File: config.mk
export PLATFORM = sky130hd
export DESIGN_NAME = rr_sel_arbiter16
export DESIGN_NICKNAME = d
export VERILOG_FILES = /design/src/rtl/rr_sel_arbiter16.sv
export SDC_FILE = /design/constraint.sdc
export NUM_CORES = 1
export LEC_CHECK = 0
export ABC_CLOCK_PERIOD_IN_PS = 5300
export BUFFER_PORTS_ARGS = -buffer_cell sky130_fd_sc_hd__buf_2
export CAP_MARGIN = 40
export CELL_PAD_IN_SITES_DETAIL_PLACEMENT = 1
export CELL_PAD_IN_SITES_GLOBAL_PLACEMENT = 2
export CORE_MARGIN = 2
export CORE_UTILIZATION = 35
export CTS_CLUSTER_DIAMETER = 200
export CTS_CLUSTER_SIZE = 25
export DETAILED_ROUTE_END_ITERATION = 8
export PLACE_DENSITY_LB_ADDON = 0.1
export SLEW_MARGIN = 15
export SYNTH_ARGS = -nofsm -noshare
export SYNTH_HDL_FRONTEND = slang
export SYNTH_SLANG_ARGS = --single-unit
File: constraint.sdc
create_clock -name clk -period 5.3 [get_ports clk]
set_input_delay 0.53 -clock clk [delete_from_list [all_inputs] [get_ports clk]]
set_output_delay 0.53 -clock clk [all_outputs]
set_load 0.02 [all_outputs]
File: src/rtl/rr_sel_arbiter16.sv
// Round-robin arbiter over 16 request lines with bounded grant length and a
// one-cycle idle gap between grants (break-before-make on downstream enables).
//
// state  | meaning
// S_IDLE | no grant; pick next requester starting at ptr
// S_GRANT| sel is live; wait for ack, withdrawal or hold limit
// S_GAP  | one all-idle cycle before re-arbitration
module rr_sel_arbiter16 #(
   parameter int HOLD_MAX = 16,
   parameter int CNT_W    = 8
) (
   input  logic        clk,
   input  logic        rst_n,
   input  logic [15:0] req,
   input  logic        ack,
   output logic [3:0]  sel,
   output logic        sel_valid,
   output logic        timeout,
   output logic [3:0]  ptr
);

   typedef enum logic [1:0] {S_IDLE, S_GRANT, S_GAP} state_t;

   localparam logic [CNT_W-1:0] HOLD_LAST = CNT_W'(HOLD_MAX - 1);

   state_t           state;
   logic [CNT_W-1:0] hold_cnt;
   logic [3:0]       pick_idx;
   logic [3:0]       scan_idx;
   logic             release_now;

   // Scan from ptr+15 down to ptr so the candidate closest to ptr wins.
   always_comb begin
      pick_idx = ptr;
      scan_idx = '0;
      for (int i = 15; i >= 0; i--) begin
         scan_idx = ptr + 4'(i);
         if (req[scan_idx]) pick_idx = scan_idx;
      end
   end

   assign release_now = ack || !req[sel] || (hold_cnt == HOLD_LAST);

   always_ff @(posedge clk) begin
      if (!rst_n) begin
         state     <= S_IDLE;
         sel       <= '0;
         sel_valid <= 1'b0;
         timeout   <= 1'b0;
         ptr       <= '0;
         hold_cnt  <= '0;
      end else begin
         timeout <= 1'b0;
         case (state)
            S_IDLE: begin
               if (|req) begin
                  sel       <= pick_idx;
                  sel_valid <= 1'b1;
                  hold_cnt  <= '0;
                  state     <= S_GRANT;
               end
            end
            S_GRANT: begin
               hold_cnt <= hold_cnt + 1'b1;
               if (release_now) begin
                  sel_valid <= 1'b0;
                  ptr       <= sel + 4'd1;
                  // ack and withdrawal both outrank the forced release
                  timeout   <= !ack && req[sel];
                  state     <= S_GAP;
               end
            end
            S_GAP: begin
               state <= S_IDLE;
            end
            default: begin
               state     <= S_IDLE;
               sel_valid <= 1'b0;
            end
         endcase
      end
   end

endmodule

; Word level (Yosys, flattened, before mapping)
; Index checks and enable logic that the tools add are counted.
; W data, S select, Z words.
[op_classes]
addsub = 17
magnitude_cmp = 17
n_eq_ne = 5
n_mux = 58
bitwise = 1
n_reduce_logical = 14
[ops]
columns = op, n
row1 = $lt A4 B5 Y1 const B, 17
row2 = $bmux W1 S4, 17
row3 = $mux W4, 16
row4 = $add A4 B4 Y4 const B, 8
row5 = $mux W1, 19
row6 = $add A4 B3 Y4 const B, 4
row7 = $pmux W8 S2, 1
row8 = $reduce_or A16 Y1, 1
row9 = $add A4 B1 Y4 const B, 2
row10 = $add A4 B2 Y4 const B, 2
row11 = $add A8 B1 Y8 const B, 1
row12 = $eq A8 B4 Y1 const B, 1
row13 = $mux W8, 1
row14 = $reduce_and A2 Y1, 4
row15 = $reduce_and A3 Y1, 2
row16 = $mux W2, 2
row17 = $ne A2 B2 Y1 const B, 2
row18 = $pmux W2 S2, 1
row19 = $pmux W1 S3, 1
row20 = $eq A2 B1 Y1 const B, 1
row21 = $eq A2 B2 Y1 const B, 1
row22 = $logic_not A1 Y1, 2
row23 = $logic_not A2 Y1, 1
row24 = $logic_or A1 B1 Y1, 2
row25 = 3 further kinds, 3
[totals]
regBits = 20
input_bits = 19
out_inout_bits = 10
word_cells = 118

; Logic depth before layout (Yosys ltp)
; Gate-level depths: netlist of the first run.
[depth]
word_depth = 19
ltp_mapped = 14
ltp_nobuf = 10

; Least setup slack after synthesis of the first run
; OpenSTA, ideal clock, no wires.
[synth_path]
path_type = register to register
from = reg ptr[1]
to = reg sel[2]
setup_time_ns = 0.057
arrival_ns = 3.989
t_required_ns = 5.243
path_slack_ns = 1.253
path_stages_with_launch = 13
n_path_buf = 3
synth_period_minus_slack_ns = 4.047
cell_sequence = dfxtp_1 clkbuf_1 clkbuf_1 inv_1 ha_1 buf_2 mux4_2 mux4_2 nor2b_1 a2111oi_0 o21ai_1 nor4_1 a21o_1
[synth_between]
elab_chain_cells = 19
elab_cells_between_ends = 63
classes_between = add/sub (15) / mux (48)
[synth_lines]
columns = item, line_no
row1 = from (decl), 19  ; output logic [3:0] ptr
row2 = from (signal assigned), 67  ; ptr <= sel + 4'd1;
row3 = $add A4 B4 Y4, 37  ; scan_idx = ptr + 4'(i);
row4 = $bmux W1 S4, 38  ; if (req[scan_idx]) pick_idx = scan_idx;
row5 = $mux W1 (not written as such), 38
row6 = $mux W4 (15 in a row), 38
row7 = $mux W4 (*), 38
row8 = to (signal assigned), 57  ; sel <= pick_idx;
row9 = to (decl), 16  ; output logic [3:0] sel,
; Every way passes the cells marked *; elsewhere a longest branch is shown, timed or not. The select of a mux whose other input is x is not followed.
; A chain may end at the register's enable or synchronous reset.

; Final worst setup path of the first run
[layout_path]
from = reg ptr[2]
to = reg sel[2]
; Same word-level chain as after synthesis.

==> results of run 1 <==
## per-layer routing
| layer | GRT usage [%] | up-vias | wire length, um | share of wire, % |
|---|---|---|---|---|
| li1 | - | 1467 | - | - |
| met2 | 38.92 | 121 | 5532 | 46 |
| met4 | 2.495 | 0 | 92 | 0.77 |
| met1 | 36.66 | 1596 | 5579 | 46 |
| met5 | 0 | - | 0 | 0 |
| met3 | 3.244 | 8 | 820 | 6.8 |
## final timing paths
kind	startpoint	to	slack [ns]
max	ptr[2]	sel[2]	1.34
min	hold_cnt[7]	hold_cnt[7]	0.50
max reg2reg	ptr[2]	sel[2]	1.34
min reg2reg	hold_cnt[7]	hold_cnt[7]	0.50
## layout make-up
class / instances / area (um^2)
well taps: 129 / 161.4
clock inverters: 1 / 30.03
inverters: 10 / 37.54
multi-input cells: 312 / 2780
repair buffers: 34 / 185.2
clock buffers: 3 / 41.29
flip-flops and latches: 20 / 400.4
fillers: 1099 / 5604
## sequential cells by signal, indices dropped and copies added (netlist names)
register / count
hold_cnt: 8
ptr: 4
sel: 4
state: 2
sel_valid: 1
timeout: 1
## metrics by stage
| stage | setup slack [ns] | power, mW | cells |
|---|---|---|---|
| 2_1_floorplan | 1.253 | 1.639 | 365 |
| 5_1_grt | 0.9570 | 2.466 | 509 |
| 3_5_place_dp | 1.358 | 2.103 | 504 |
| 4_1_cts | 1.334 | 2.269 | 508 |
| 6_report | 1.343 | 2.278 | 509 |
| 3_3_place_gp | 1.266 | 2.090 | 503 |
## worst register-to-register path, stage by stage (launching register included)
cell and delay [ns]:
sky130_fd_sc_hd__dfxtp_1 0.34, sky130_fd_sc_hd__clkinv_1 0.33, sky130_fd_sc_hd__ha_1 0.82, sky130_fd_sc_hd__mux4_2 0.58, sky130_fd_sc_hd__mux2i_1 0.49, sky130_fd_sc_hd__mux2i_1 0.39
sky130_fd_sc_hd__a2111oi_0 0.39, sky130_fd_sc_hd__o21ai_1 0.14, sky130_fd_sc_hd__nor4_1 0.26, sky130_fd_sc_hd__a21o_1 0.16
## where the power goes
group | switching [mW] | total [mW] | internal [mW]
combinational | 1.12 | 1.90 | 0.776
sequential | 0.0456 | 0.226 | 0.180
clock | 0.0560 | 0.157 | 0.101
## cells in the final DEF, fill, tap and decap left out, types with 4 or more instances in the layout
master	netlist	routed
sky130_fd_sc_hd__buf_2	6	28
sky130_fd_sc_hd__nand2_1	27	27
sky130_fd_sc_hd__mux2_2	7	7
sky130_fd_sc_hd__o21ai_0	13	13
sky130_fd_sc_hd__a211oi_1	7	7
sky130_fd_sc_hd__nor4_1	8	8
sky130_fd_sc_hd__a22oi_1	4	4
sky130_fd_sc_hd__and3_1	5	5
sky130_fd_sc_hd__inv_1	7	7
sky130_fd_sc_hd__nor2b_1	6	6
sky130_fd_sc_hd__nand3_1	10	10
sky130_fd_sc_hd__nand2b_1	6	6
sky130_fd_sc_hd__a21oi_1	25	25
sky130_fd_sc_hd__nor3_1	8	8
sky130_fd_sc_hd__nor2_1	35	35
sky130_fd_sc_hd__ha_1	9	9
sky130_fd_sc_hd__dfxtp_1	20	20
sky130_fd_sc_hd__o21ai_1	5	5
sky130_fd_sc_hd__xor2_1	4	4
sky130_fd_sc_hd__xnor2_1	8	8
sky130_fd_sc_hd__buf_4	1	5
sky130_fd_sc_hd__mux4_2	42	42
sky130_fd_sc_hd__mux2i_1	29	29
## kinds of logic (layout without fill, tap and decap cells)
group	count (synthesis)	after routing	share of synthesized area [%]
mux	79	79	39.82
flops	20	20	12.02
fa+ha+maj	9	9	3.381
simple gates	123	123	18.26
buf+inv	33	48	4.508
compound gates	87	87	17.54
xor+xnor	14	14	4.471
==> flow_results.org, run 1 <==
** Drt
- In the routed design, unresolved DRC markers number 0.
- After detailed routing, the number of vias per cell comes to 6.271.
- After detailed routing, the average wire length per cell comes to roughly 24 um.
- Drt first pass iters :: 5
- Number of nets still failing antenna checks after routing :: 0
- In this run, the number of DRC markers left after iteration 0 of detailed routing was 187.
- Summing over every cut layer, the via total after detailed routing is between 3000 and 4000.
- Final wirelength :: 12030 um

** Cells and area
- The post-route netlist has 25.53% of its cells at a drive strength greater than 1.
- Antenna diodes :: 0
- Area growth from synthesis to layout :: 9.166%
- In the final design database the tool counted approximately 400 nets.
- Post-route cell area :: approximately 3600 um^2
- Cells fill between 30% and 40% of the core in the end.

** Synthesis
- Most instantiated library cell after synthesis :: sky130_fd_sc_hd__mux4_2
- Fraction of synthesis flops using an asynchronous set or reset pin :: 0%
- Of the synthesized area, sequential elements account for between 10% and 20%.
- Synthesis instantiated 63 different standard cells from the library.
- Summed over its instances, the top area cell type makes up 28.40% of the synthesized netlist area.
- Yosys attributes the largest share of cell area to sky130_fd_sc_hd__mux4_2 (28%), sky130_fd_sc_hd__dfxtp_1 (12%), sky130_fd_sc_hd__mux2i_1 (8.7%).
- The commonest cells after synthesis are sky130_fd_sc_hd__mux4_2 (42), sky130_fd_sc_hd__nor2_1 (35), sky130_fd_sc_hd__mux2i_1 (29).
- Cell accounting for the most synthesized area :: sky130_fd_sc_hd__mux4_2
- Number of synthesized flops with an enable pin :: 0
- For this run, the number of Yosys warnings is 0.
- The mapped netlist covers 3331 um^2.
- A synthesized cell averages 9.125 um^2.
- Nets in the synthesized netlist :: 393
- Post-synthesis sequential element count :: 20
- Dominant synthesized flop cell :: sky130_fd_sc_hd__dfxtp_1
- Synthesis handed over a netlist of 365 instances.

** Setup path
- At the worst endpoint, the arrival time is 4.17 ns.
- The largest individual stage delay along the critical path comes from the cell sky130_fd_sc_hd__ha_1.
- Walking the worst path, the cells encountered are clkinv_1, ha_1, mux4_2, mux2i_1, mux2i_1, a2111oi_0, o21ai_1, nor4_1, a21o_1.
- Of all nets on the critical path, the largest fanout is 11.
- Delay of the slowest critical-path stage :: 0.82 ns
- Crit start category :: register
- Most Frequent Cell on Critical Path :: sky130_fd_sc_hd__mux2i_1
- For the worst setup path, the data required time is roughly 5.5 ns.
- Endpoint type of the worst setup path :: register
- Buffers and inverters on the worst path :: 1
- Cell type group with the largest total delay on the critical path :: multiplexers
- Critical path class :: register to register
- The critical path runs through a total of 9 cells.
- Counting cells, the worst reg-to-reg path comes to 9.

** Placement
- Routability-driven placement finished with a final weighted congestion of 0.8610.
- Buffers placed on the I/O ports in this run total 28.
- Area post-placement :: 3557 um^2
- DPL Wire Length :: between 8000 and 9000 um

** Die
- In this run the standard cell core region covers 9240 um^2.
- In this run the vertical extent of the chip is 101.6 um.
- From left edge to right edge, the die measures 101.6 um.
- Die Area :: 10310 um^2
- For this configuration, the core starts out at a cell density of between 30% and 40%.
- Pin placement for this block handled 29 I/O pins.
- In this run the core area contains 35 standard-cell rows.

** Global route
- First-pass GRT wire length :: 19310 um
- Via count of the first global-routing pass :: 3208
- Total congestion overflow after global routing :: 0
- Pin count of the biggest net entering global routing :: 33
- The initial antenna violation count was 0.
- Aggregate global-route resource usage :: roughly a quarter

** CTS
- Clock buffer depth :: 2
- Post-CTS Setup Inserts :: 0
- In this run the number of H-tree levels came out at 1.
- Clock tree from TritonCTS :: built
- Clock network latency to the later pin of the worst-skew pair :: 0.26 ns
- Clk slew on worst S/H paths :: 0.08 ns
- Buffers inserted to repair hold after CTS numbered 0.
- Gates resized, CTS repair :: 0
- Buffers inserted during clock tree synthesis total 3.
- Root buffer cell :: sky130_fd_sc_hd__clkbuf_8
- The clock net in this run drives a total of 20 sinks.

** Power and ir drop
- VDD sags by at most ~0.00022 V.
- In this run the static leakage power is 1.321 nW.
- Power spread over the standard cell area amounts to approximately 630 nW/um^2.

** STA
- Setup repair after global routing left no endpoint under its margin.
- The max-slew violation total from the final report is 0.
- Final period demand of the worst path :: 3.957 ns
- Timing would allow up to between 0.2 and 0.3 GHz.
- Share of the clock period used by the worst path :: 74.66%
- Headroom to the max-slew limit came out at 44.50%.
- Worst Skew :: 0.004911 ns
- Worst slew pin tran :: 0.8325 ns
- Worst hold slack :: 0.5021 ns
- Hold Fails Final Rpt :: 0
- Setup total negative slack on the finished layout was measured at 0 ns.
- Setup violations remaining at the end of the flow were counted as 0.

** Hold path
- Min-Delay Path Class :: register to register
- Hold Path Cell Cnt :: 2

** Status
- Result of the run :: finished, final reports clean

** Job
- Across the run, the number of max-cap violations was 0.
(Power assumes the default switching activity.)
==> run 2: changes to the inputs <==
--- a/config.mk
+++ b/config.mk
@@ -5,7 +5,7 @@
 export SDC_FILE = /design/constraint.sdc
 export NUM_CORES = 1
 export LEC_CHECK = 0
-export ABC_CLOCK_PERIOD_IN_PS = 5300
+export ABC_CLOCK_PERIOD_IN_PS = 3400
 export BUFFER_PORTS_ARGS = -buffer_cell sky130_fd_sc_hd__buf_2
 export CAP_MARGIN = 40
 export CELL_PAD_IN_SITES_DETAIL_PLACEMENT = 1
==> constraint.sdc (replaced) <==
create_clock -name clk -period 3.4 [get_ports clk]
set_input_delay 0.34 -clock clk [delete_from_list [all_inputs] [get_ports clk]]
set_output_delay 0.34 -clock clk [all_outputs]
set_load 0.02 [all_outputs]
==> flow_results.org, run 2 (same netlist as run 1, synthesis figures left out) <==
** Status
- The run finished with clean final reports.

** Job
- Total of max-cap violations :: 0

** STA
- The worst path uses 94.41% of the clock period.
- The final count of hold timing violations was 0.
- Max-slew violation total from the final report :: 0
- Across all setup checks in the final design, the least slack found is 0.1901 ns.
- Setup total negative slack on the finished layout was measured at 0 ns.
- Final hold analysis gives a worst-case slack of 0.3533 ns.
- Between clock sinks in the finished design, the worst skew comes to around 0.0048 ns.
- Normalized max-slew margin :: 39.84%
- For the pin with the worst max-slew slack, the measured transition is ~0.88 ns.
- Setup repair after global routing left no endpoint under its margin.
- Setup violations remaining at the end of the flow were counted as 0.
- Final period demand of the worst path :: approximately 3.2 ns
- Derived from the worst setup path, the maximum achievable clock frequency is 0.3115 GHz.

** Global route
- Aggregate global-route resource usage :: 25.09%
- The first global-routing pass estimated between 15000 and 20000 um of wire.
- The initial antenna violation count was 0.
- In the global route stage, met3 resource usage came out at slightly below 3%.
- Entering global routing, the biggest net connects 22 pins.
- The total overflow left after global routing is 0.
- Via count of the first global-routing pass :: between 3000 and 4000
- The global routing stage identified its most utilized layer as met1.
- In the global route stage, met1 resource usage came out at 38.50%.
- GRT met2 Usage :: 37.96%

** CTS
- Count of clock tree sinks :: 20
- TritonCTS built the clock tree.
- Counting the buffers created by CTS gives 3.
- Root buffer cell :: sky130_fd_sc_hd__clkbuf_8
- Clock buffer depth :: 2
- Post-CTS timing repair inserted 0 buffers for setup.
- Clk slew on worst S/H paths :: 0.08 ns
- Clock network latency to the later pin of the worst-skew pair :: 0.26 ns
- In this run the number of H-tree levels came out at 1.

** Drt
- The pre-antenna-repair detailed-routing pass consisted of 4 iterations.
- Post-DR wirelength/cell :: 23.13 um
- Via count :: 3261
- In the routed layout, each cell is associated on average with a via count of 6.141.
- In the routed design, unresolved DRC markers number 0.
- In this run, the number of DRC markers left after iteration 0 of detailed routing was 163.
- The detail route stage leaves a number of antenna-violating nets equal to 0.
- For this block, the routed nets add up to 12280 um of wire.

** Placement
- Worst setup timing slack at the placement stage :: between 0.2 and 0.25 ns
- The number of placed instances, taps included, is 527.
- The congestion estimate from routability-driven global placement came to slightly above 0.9.
- Total of buffers placed on input and output ports :: 28
- The HPWL after detailed placement is 9671 um.
- Area post-placement :: 3747 um^2

** Power and ir drop
- Power density normalized to cell area :: 987.9 nW/um^2
- The design draws 3.792 mW.
- Maximum vdd ir drop :: between 0.0003 and 0.0004 V
- For this design the static power due to leakage is 1.430 nW.

** Cells and area
- Register ranked first by flip-flop count :: hold_cnt
- The count of cells in the finished layout, fillers not included, comes to about 530.
- Fraction of final layout cells sized beyond drive strength 1 :: 31.59%
- Area growth from synthesis to layout :: 15.25%
- Leaving out fill and tap cells, the most frequent cells in the layout are sky130_fd_sc_hd__mux4_2 (42), sky130_fd_sc_hd__nor2_1 (35), sky130_fd_sc_hd__mux2i_1 (29).
- The repair_antennas step left the layout with diodes totalling 0.
- Leaving out fill and tap cells, the most frequent cell in the layout is sky130_fd_sc_hd__mux4_2.
- The largest registers in the layout are hold_cnt x8, ptr x4, sel x4.
- Measured on the finished design, the core utilization comes to 41.54%.
- After the last flow step, the layout net total stands at ~430.
- Flip-flop count of the largest register after layout :: 8
- Once layout is done, the placed cells without fillers occupy 3839 um^2.

** Setup path
- Crit start category :: register
- Cell type group with the largest total delay on the critical path :: multiplexers
- Worst-path cell chain :: buf_4, xor2_4, mux4_2, mux4_2, a211oi_2, nor3_1, o221ai_2, xnor2_1, a211oi_2
- Arrival time of data at the critical path endpoint :: 3.40 ns
- Critical path class :: register to register
- STA classifies the critical path endpoint as a register.
- For flop-to-flop paths, the worst setup slack is 0.19 ns.
- Buffers and inverters on the worst path :: 1
- In this run the worst path has a maximum fanout of 21.
- In this design, the stage delay of the slowest critical-path cell is 0.61 ns.
- Required time reported for the critical path endpoint :: 3.59 ns
- Cell with the biggest individual delay on the critical path :: sky130_fd_sc_hd__mux4_2

** Die
- From left edge to right edge, the die measures 101.6 um.
- The die covers 10310 um^2.
- 29 I/O pins were placed.
- Site Rows :: 35
- For this configuration, the core starts out at a cell density of 36.05%.
- Core area :: approximately 9000 um^2
- The die is 101.6 um tall.

** Hold path
- Min-Delay Path Class :: primary input to register
run 2: cell types whose count changed in the layout (fill, tap and decap cells not counted), moves of 2 or more:
cell / previous run / this run
sky130_fd_sc_hd__a2111oi_0: 3 / 1
sky130_fd_sc_hd__ha_2: 0 / 2
sky130_fd_sc_hd__buf_4: 5 / 28
sky130_fd_sc_hd__ha_1: 9 / 6
sky130_fd_sc_hd__dfxtp_1: 20 / 18
run 2: worst paths after layout:
check	endpoint	startpoint	cells after the start
worst max register to register	sel[0]	ptr[2]	9
worst min register to register	sel_valid	sel_valid	2
worst min-delay path	timeout	ack	3
worst max-delay path	sel[0]	ptr[2]	9
run 2: metal layers:
metal  wire (um)  vias to the layer above  part of all wire, %
met4         286                        0                  2.3
li1            -                     1511                    -
met5           0                        -                    0
met2        5422                      114                   44
met3         723                       17                  5.9
met1        5851                     1619                   48
run 2: cell type report:
| class | instances | area (um^2) |
|---|---|---|
| clock buffers | 3 | 41.29 |
| fillers | 1099 | 5401 |
| well taps | 129 | 161.4 |
| repair buffers | 56 | 350.3 |
| flip-flops and latches | 20 | 405.4 |
| clock inverters | 1 | 30.03 |
| multi-input cells | 312 | 2813 |
| inverters | 10 | 37.54 |
run 2: timing repair:
item / CTS / global route
gates resized for setup: 0 / 6
endpoints found under the setup margin: 0 / 3
hold buffers: 0 / 0
run 2: tightest hold or removal path: stages:
cell and delay [ns]:
sky130_fd_sc_hd__buf_2 0.08, sky130_fd_sc_hd__nand2b_1 0.11, sky130_fd_sc_hd__nor4_1 0.05
run 2: power by group:
part / internal (mW) / switching [mW]
Clock: 0.157 / 0.0878
Sequential: 0.284 / 0.0763
Combinational: 1.38 / 1.81
